===== src/rtl/sys_in_port.sv =====
// Input-port FIFO: an external producer pushes words at the full clock rate, and the CPU
// pops them on slow-clock strobes through a combinational bus word.
module sys_in_port #(
    parameter int DEPTH = 4,
    parameter int WIDTH = 16
) (
    input  logic                     CLK,
    input  logic                     RST,
    input  logic                     SLOW_CLOCK_STRB,
    input  logic [WIDTH-1:0]         SYS_IN_DATA,
    input  logic                     SYS_IN_VALID,
    output logic                     SYS_IN_READY,
    input  logic                     IN_OUT,
    output logic [WIDTH-1:0]         DATA_OUT,
    output logic                     EMPTY,
    output logic                     FULL,
    output logic [$clog2(DEPTH):0]   COUNT,
    output logic                     UNDERFLOW
);

    localparam int AW = $clog2(DEPTH);
    localparam int CW = AW + 1;
    localparam logic [CW-1:0] FULL_COUNT = CW'(DEPTH);

    logic [WIDTH-1:0] mem_q [DEPTH];
    logic [AW-1:0]    wr_ptr_q, wr_ptr_d;
    logic [AW-1:0]    rd_ptr_q, rd_ptr_d;
    logic [CW-1:0]    count_q, count_d;
    logic             underflow_q, underflow_d;

    logic push, pop_req, pop;

    assign EMPTY        = (count_q == '0);
    assign FULL         = (count_q == FULL_COUNT);
    assign SYS_IN_READY = ~FULL;
    assign COUNT        = count_q;
    assign UNDERFLOW    = underflow_q;

    assign push    = SYS_IN_VALID & ~FULL;
    assign pop_req = SLOW_CLOCK_STRB & IN_OUT;
    assign pop     = pop_req & ~EMPTY;

    // The bus word must settle before the consumer latches it on the same strobe edge.
    assign DATA_OUT = (IN_OUT && !EMPTY) ? mem_q[rd_ptr_q] : '0;

    always_comb begin
        // NOTE: every variable gets a default first so no path leaves it unassigned (no latch).
        wr_ptr_d    = wr_ptr_q;
        rd_ptr_d    = rd_ptr_q;
        count_d     = count_q;
        underflow_d = underflow_q;

        if (push) wr_ptr_d = wr_ptr_q + AW'(1);
        if (pop)  rd_ptr_d = rd_ptr_q + AW'(1);

        unique case ({push, pop})
            2'b10:   count_d = count_q + CW'(1);
            2'b01:   count_d = count_q - CW'(1);
            default: count_d = count_q;
        endcase

        if (pop_req && EMPTY) underflow_d = 1'b1;
    end

    always_ff @(posedge CLK) begin
        // NOTE: sequential state uses non-blocking assignments so every register sees pre-edge values.
        if (RST) begin
            wr_ptr_q    <= '0;
            rd_ptr_q    <= '0;
            count_q     <= '0;
            underflow_q <= 1'b0;
        end else begin
            wr_ptr_q    <= wr_ptr_d;
            rd_ptr_q    <= rd_ptr_d;
            count_q     <= count_d;
            underflow_q <= underflow_d;
        end
    end

    // NOTE: the storage array is deliberately not reset; an empty FIFO never exposes it.
    always_ff @(posedge CLK) begin
        if (push && !RST) mem_q[wr_ptr_q] <= SYS_IN_DATA;
    end

endmodule


===== config.mk =====
export PLATFORM = sky130hd
export DESIGN_NAME = sys_in_port
export DESIGN_NICKNAME = d
export VERILOG_FILES = /design/src/rtl/sys_in_port.sv
export SDC_FILE = /design/constraint.sdc
export NUM_CORES = 1
export LEC_CHECK = 0
export ABC_AREA = 1
export CORE_AREA = 2 2 105 107
export CTS_CLUSTER_SIZE = 25
export DETAILED_ROUTE_END_ITERATION = 6
export DIE_AREA = 0 0 107 109
export GPL_TIMING_DRIVEN = 0
export PLACE_DENSITY = 0.53
export SKIP_LAST_GASP = 1
export SLEW_MARGIN = 0
export SYNTH_ARGS = -nofsm -noshare
export SYNTH_HDL_FRONTEND = slang
export SYNTH_SLANG_ARGS = --single-unit

===== constraint.sdc =====
create_clock -name CLK -period 1.91 [get_ports CLK]
set_clock_uncertainty 0.05 [all_clocks]
set_input_delay 0.382 -clock CLK [delete_from_list [all_inputs] [get_ports CLK]]
set_output_delay 0.382 -clock CLK [all_outputs]
set_load 0.02 [all_outputs]

Word level (Yosys, flattened, before mapping)
Memory sizes are Yosys's and may differ from the RTL's. A register that Yosys moved wholly into a read port is not among the register bits.
Index checks and enable logic that the tools add are counted.
{"block": "word_totals", "reg_bits": 8, "latch_bits": 0, "ram_bits": 64, "mem_bits_ro": 0, "out_inout_bits": 23, "wordCells": 30, "mem_count": 1}
{"name": "mem_q", "depth": 4, "word_bits": 16, "rd": 1, "rd_ports_with_merged_regs": 1, "wr": 1, "line": "25", "source": "logic [WIDTH-1:0] mem_q [DEPTH];"}
{"block": "op_classes", "add_sub_neg": 4, "n_mul": 0, "n_div": 0, "magnitude_cmp": 0, "n_eq_ne": 3, "shift": 0, "muxes": 6, "bitwise_logic": 5, "n_reduce_logical": 7}
{"cell": "$mux 16", "n": 1}
{"cell": "$pmux 3 s2", "n": 1}
{"cell": "$add 2x1->2 const B", "n": 2}
{"cell": "$mux 2", "n": 2}
{"cell": "$add 3x1->3 const B", "n": 1}
{"cell": "$and 1x1->1", "n": 3}
{"cell": "$eq 3x3->1 const B", "n": 1}
{"cell": "$logic_and 1x1->1", "n": 3}
{"cell": "$logic_not 3->1", "n": 1}
{"cell": "$sub 3x1->3 const B", "n": 1}
{"cell": "$eq 2x1->1 const B", "n": 1}
{"cell": "$eq 2x2->1 const B", "n": 1}
{"cell": "$logic_not 1->1", "n": 2}
{"cell": "$mux 1", "n": 2}
{"cell": "$not 1->1", "n": 2}
{"cell": "$reduce_bool 2->1", "n": 1}

Longest topological paths before layout
{"block": "depth", "depth_word": 6, "mapped_depth": 14, "mapped_depth_nobuf": 14}

Least setup slack after synthesis
Ideal clock, no wire load.
{"block": "synth_timing", "path_kind": "reg2reg", "startpoint": "register count_q[1] (netlist: COUNT[1])", "endpoint": "memory mem_q[0][0], enable pin", "setup_time_ns": 0.389, "t_arrival_ns": 1.733, "required_ns": 1.471, "path_slack_ns": -0.262, "stages_incl_launch_ff": 7, "path_buffers": 0, "period_less_slack_ns": 2.172, "path_cell_list": "dfxtp_1 nor2_2 nand2_2 inv_2 nor2_2 nand2_1 nor2_1"}
{"block": "synth_via", "elab_chain_len": 6}
{"element": "from (decl)", "line": "28", "source": "logic [CW-1:0] count_q, count_d;"}
{"element": "from (signal assigned)", "line": "75", "source": "count_q <= count_d;"}
{"element": "$eq 3x3->1", "line": "34", "source": "assign FULL = (count_q == FULL_COUNT);"}
{"element": "$not 1->1"}
{"element": "named net SYS_IN_READY", "line": "12", "source": "output logic SYS_IN_READY,"}
{"element": "$and 1x1->1", "line": "39", "source": "assign push = SYS_IN_VALID & ~FULL;"}
{"element": "$logic_and 1x1->1", "line": "82", "source": "if (push && !RST) mem_q[wr_ptr_q] <= SYS_IN_DATA;"}
{"element": "$mux 1", "line": "82"}
{"element": "$mux 1 (implied by the code)", "line": "82"}
{"element": "to (decl)", "line": "25"}
The timed path passes the listed nets, and every way through them passes these cells.

==> flow_summary.toml <==
[power]
p_leak_nw = 1.63
p_per_area_nw_per_um2 = 934
power_mw = 4.07
ir_worst_vdd_mv = 0.396

[timing]
finalSetupTns_ns = -0.897
report.final.hold_viol_count = 0
tightest_slew_ns = 0.353
maxSlewHeadroom_pct = 76.4
setup_viol = 13
period_minus_slack_ns = 2.01
max_freq_mhz = 498
rsz0062_at_grt = "true"
final_max_slew_viol_count = 0
period_share_pct = 105
worst_slack_ns = -0.0967

[grt]
antenna_found_initial = 0
grt_pass1_vias = 2040
grt_use_total_pct = 12.3
grt_pass1_wl_um = 10400
grt_max_degree = 17
grt.overflow.total = 0

[synthesis]
synth_cell_types = 19
synth_area_leader_cell = "edfxtp_1"
syn_area_um2 = 3080
synth_warnings = 0
synth_cells = 270
synth_seq_cells = 74
synth_top_area_share_pct = 62.5
avgSynthCellArea_um2 = 11.4
synth-seq-area-share_pct = 69.0
syn_nets = 297
ys_top_cells_by_area = "edfxtp_1, nor2_1, dfxtp_1"

[routing]
met2_length_um = 3300
remaining_drc_errors = 0
viasPerCell = 4.34
ant_nets = 0
wl_met3_um = 203
drt_wl_total_um = 6950
drtPass1Iterations = 4
drt_iter0_markers = 78
highest_layer = "met4"
met1_length_um = 3310
wl_per_cell_um = 14.2
num_vias = 2128

[setup_path]
path_class = "register to primary output"
critPathCaptureType = "primary output"
cp_slowest_stage_delay_ns = 0.33
worst-path-buf-inv = 4
crit_slowest_cell = "dfxtp_2"
arrival_ns = 1.57
worstPathCellList = "buf_8, buf_8, buf_6, nor2_1, nor2_1, o21ai_1, a21oi_2, buf_4"
cp_max_fo = 6
start_kind = "register"
crit_family = "buffers and inverters"
required_ns = 1.48

[floorplan]
initial_core_util_pct = 29.0
die_h_um = 109
fp.dieW_um = 107
fp.coreArea_um2 = 10600
die-area_um2 = 11700
ios = 44
rows = 38

[final_layout]
final_cell_area_um2 = 4360
fin_util_pct = 41.1
final_cell_mix = "nor2_1, edfxtp_1, o21ai_1"
multi_input_area_um2 = 903
layout_commonest_cell = "nor2_1"
syn_to_final_growth_pct = 41.8
seq_area_um2 = 2130
drive_above_1_share_pct = 30.0
diodes = 0
final_nets = 372
fin_cells = 490
fill_cells = 1009

[place]
port_buffers = 43
gp_congestion = 0.738
dp_cells = 453
dpl-instance-area_um2 = 3700
dpl.hpwl_um = 4240

[clock_network]
cts_tree = "done"
cts.sink_count = 74
cts_inserted_buffers = 9
max-clock-path-buffers = 2
htreeDepth = 3
clkLatencyLatePin_ns = 0.35
clk_pin_slew_ns = 0.08
cts_hold_buffers = 0
root_buffer = "clkbuf_8"

[min_path]
holdCritPathClass = "register to register"

[flow_run]
maxCapViolations = 0

[status]
status = "finished with violations"
failed_checks = "negative setup slack"
[logic make-up after synthesis]
kind of cell,share of synthesized area (%)
AO/OA/AOI/OAI,9.19
adder cells (fa/ha/maj),2.68
buffers and inverters,6.30
flip-flops,69.0
AND/OR/NAND/NOR,12.9
[registers in the layout, summed over array words and instances (netlist names), named ones only]
signal and count:
mem_q 64, UNDERFLOW 1, rd_ptr_q 2, COUNT 3, wr_ptr_q 2
[stage by stage]
step                      setup slack [ns]  hold slack, ns
final                              -0.0967           0.429
after global routing                -0.207           0.474
after CTS                           -0.241           0.435
after detailed placement            -0.625           0.415
after global placement              -0.600           0.398
after floorplan                     0.0141           0.410
[area by class of cell]
type                            count  share of cell area (%)
Tap cell                          140                    4.02
Buffer                             11                    3.61
Multi-Input combinational cell    162                    20.7
Inverter                           23                    2.32
Clock inverter                      7                    2.29
Sequential cell                    74                    48.9
Timing Repair Buffer               64                    15.3
Clock buffer                        9                    2.84
[per-layer routing]
metal | vias up | global-route usage [%]
met2 | 35 | 19.4
met4 | 0 | 6.49
met5 | - | 0
met3 | 14 | 2.33
met1 | 1013 | 16.0
li1 | 1066 | -
[timing repair]
| action | CTS | global route |
|---|---|---|
| cloned | 2 | 0 |
| buffers inserted | 10 | 9 |
| endpoints found under the setup margin | 84 | 82 |
| hold endpoints to repair | 0 | 0 |
| resized for setup | 125 | 38 |
| pin swaps | 8 | 32 |
[path summary, 6_finish.rpt]
kind | slack [ns] | from | cells past startpoint | to
setup reg to reg | 0.12 | COUNT[1] | 13 | COUNT[2]
setup / recovery | -0.1 | register | 8 | DATA_OUT[5]
hold / removal | 0.43 | UNDERFLOW | 1 | UNDERFLOW
hold reg to reg | 0.43 | UNDERFLOW | 1 | UNDERFLOW
[cell usage after synthesis (all sizes together)]
library cell / n
a21oi: 21
buf: 11
dfxtp: 10
edfxtp: 64
fa: 1
ha: 5
inv: 23
nand2: 18
nand3: 3
nand3b: 1
nor2: 78
o21a: 1
o21ai: 34
[where the power goes]
group	total, mW	switching, mW	internal [mW]	leakage, nW
combinational	0.854	0.462	0.392	0.849
sequential	1.86	0.0337	1.83	0.666
clock	1.36	0.614	0.746	0.114
Power figures use the tool's default switching activity.
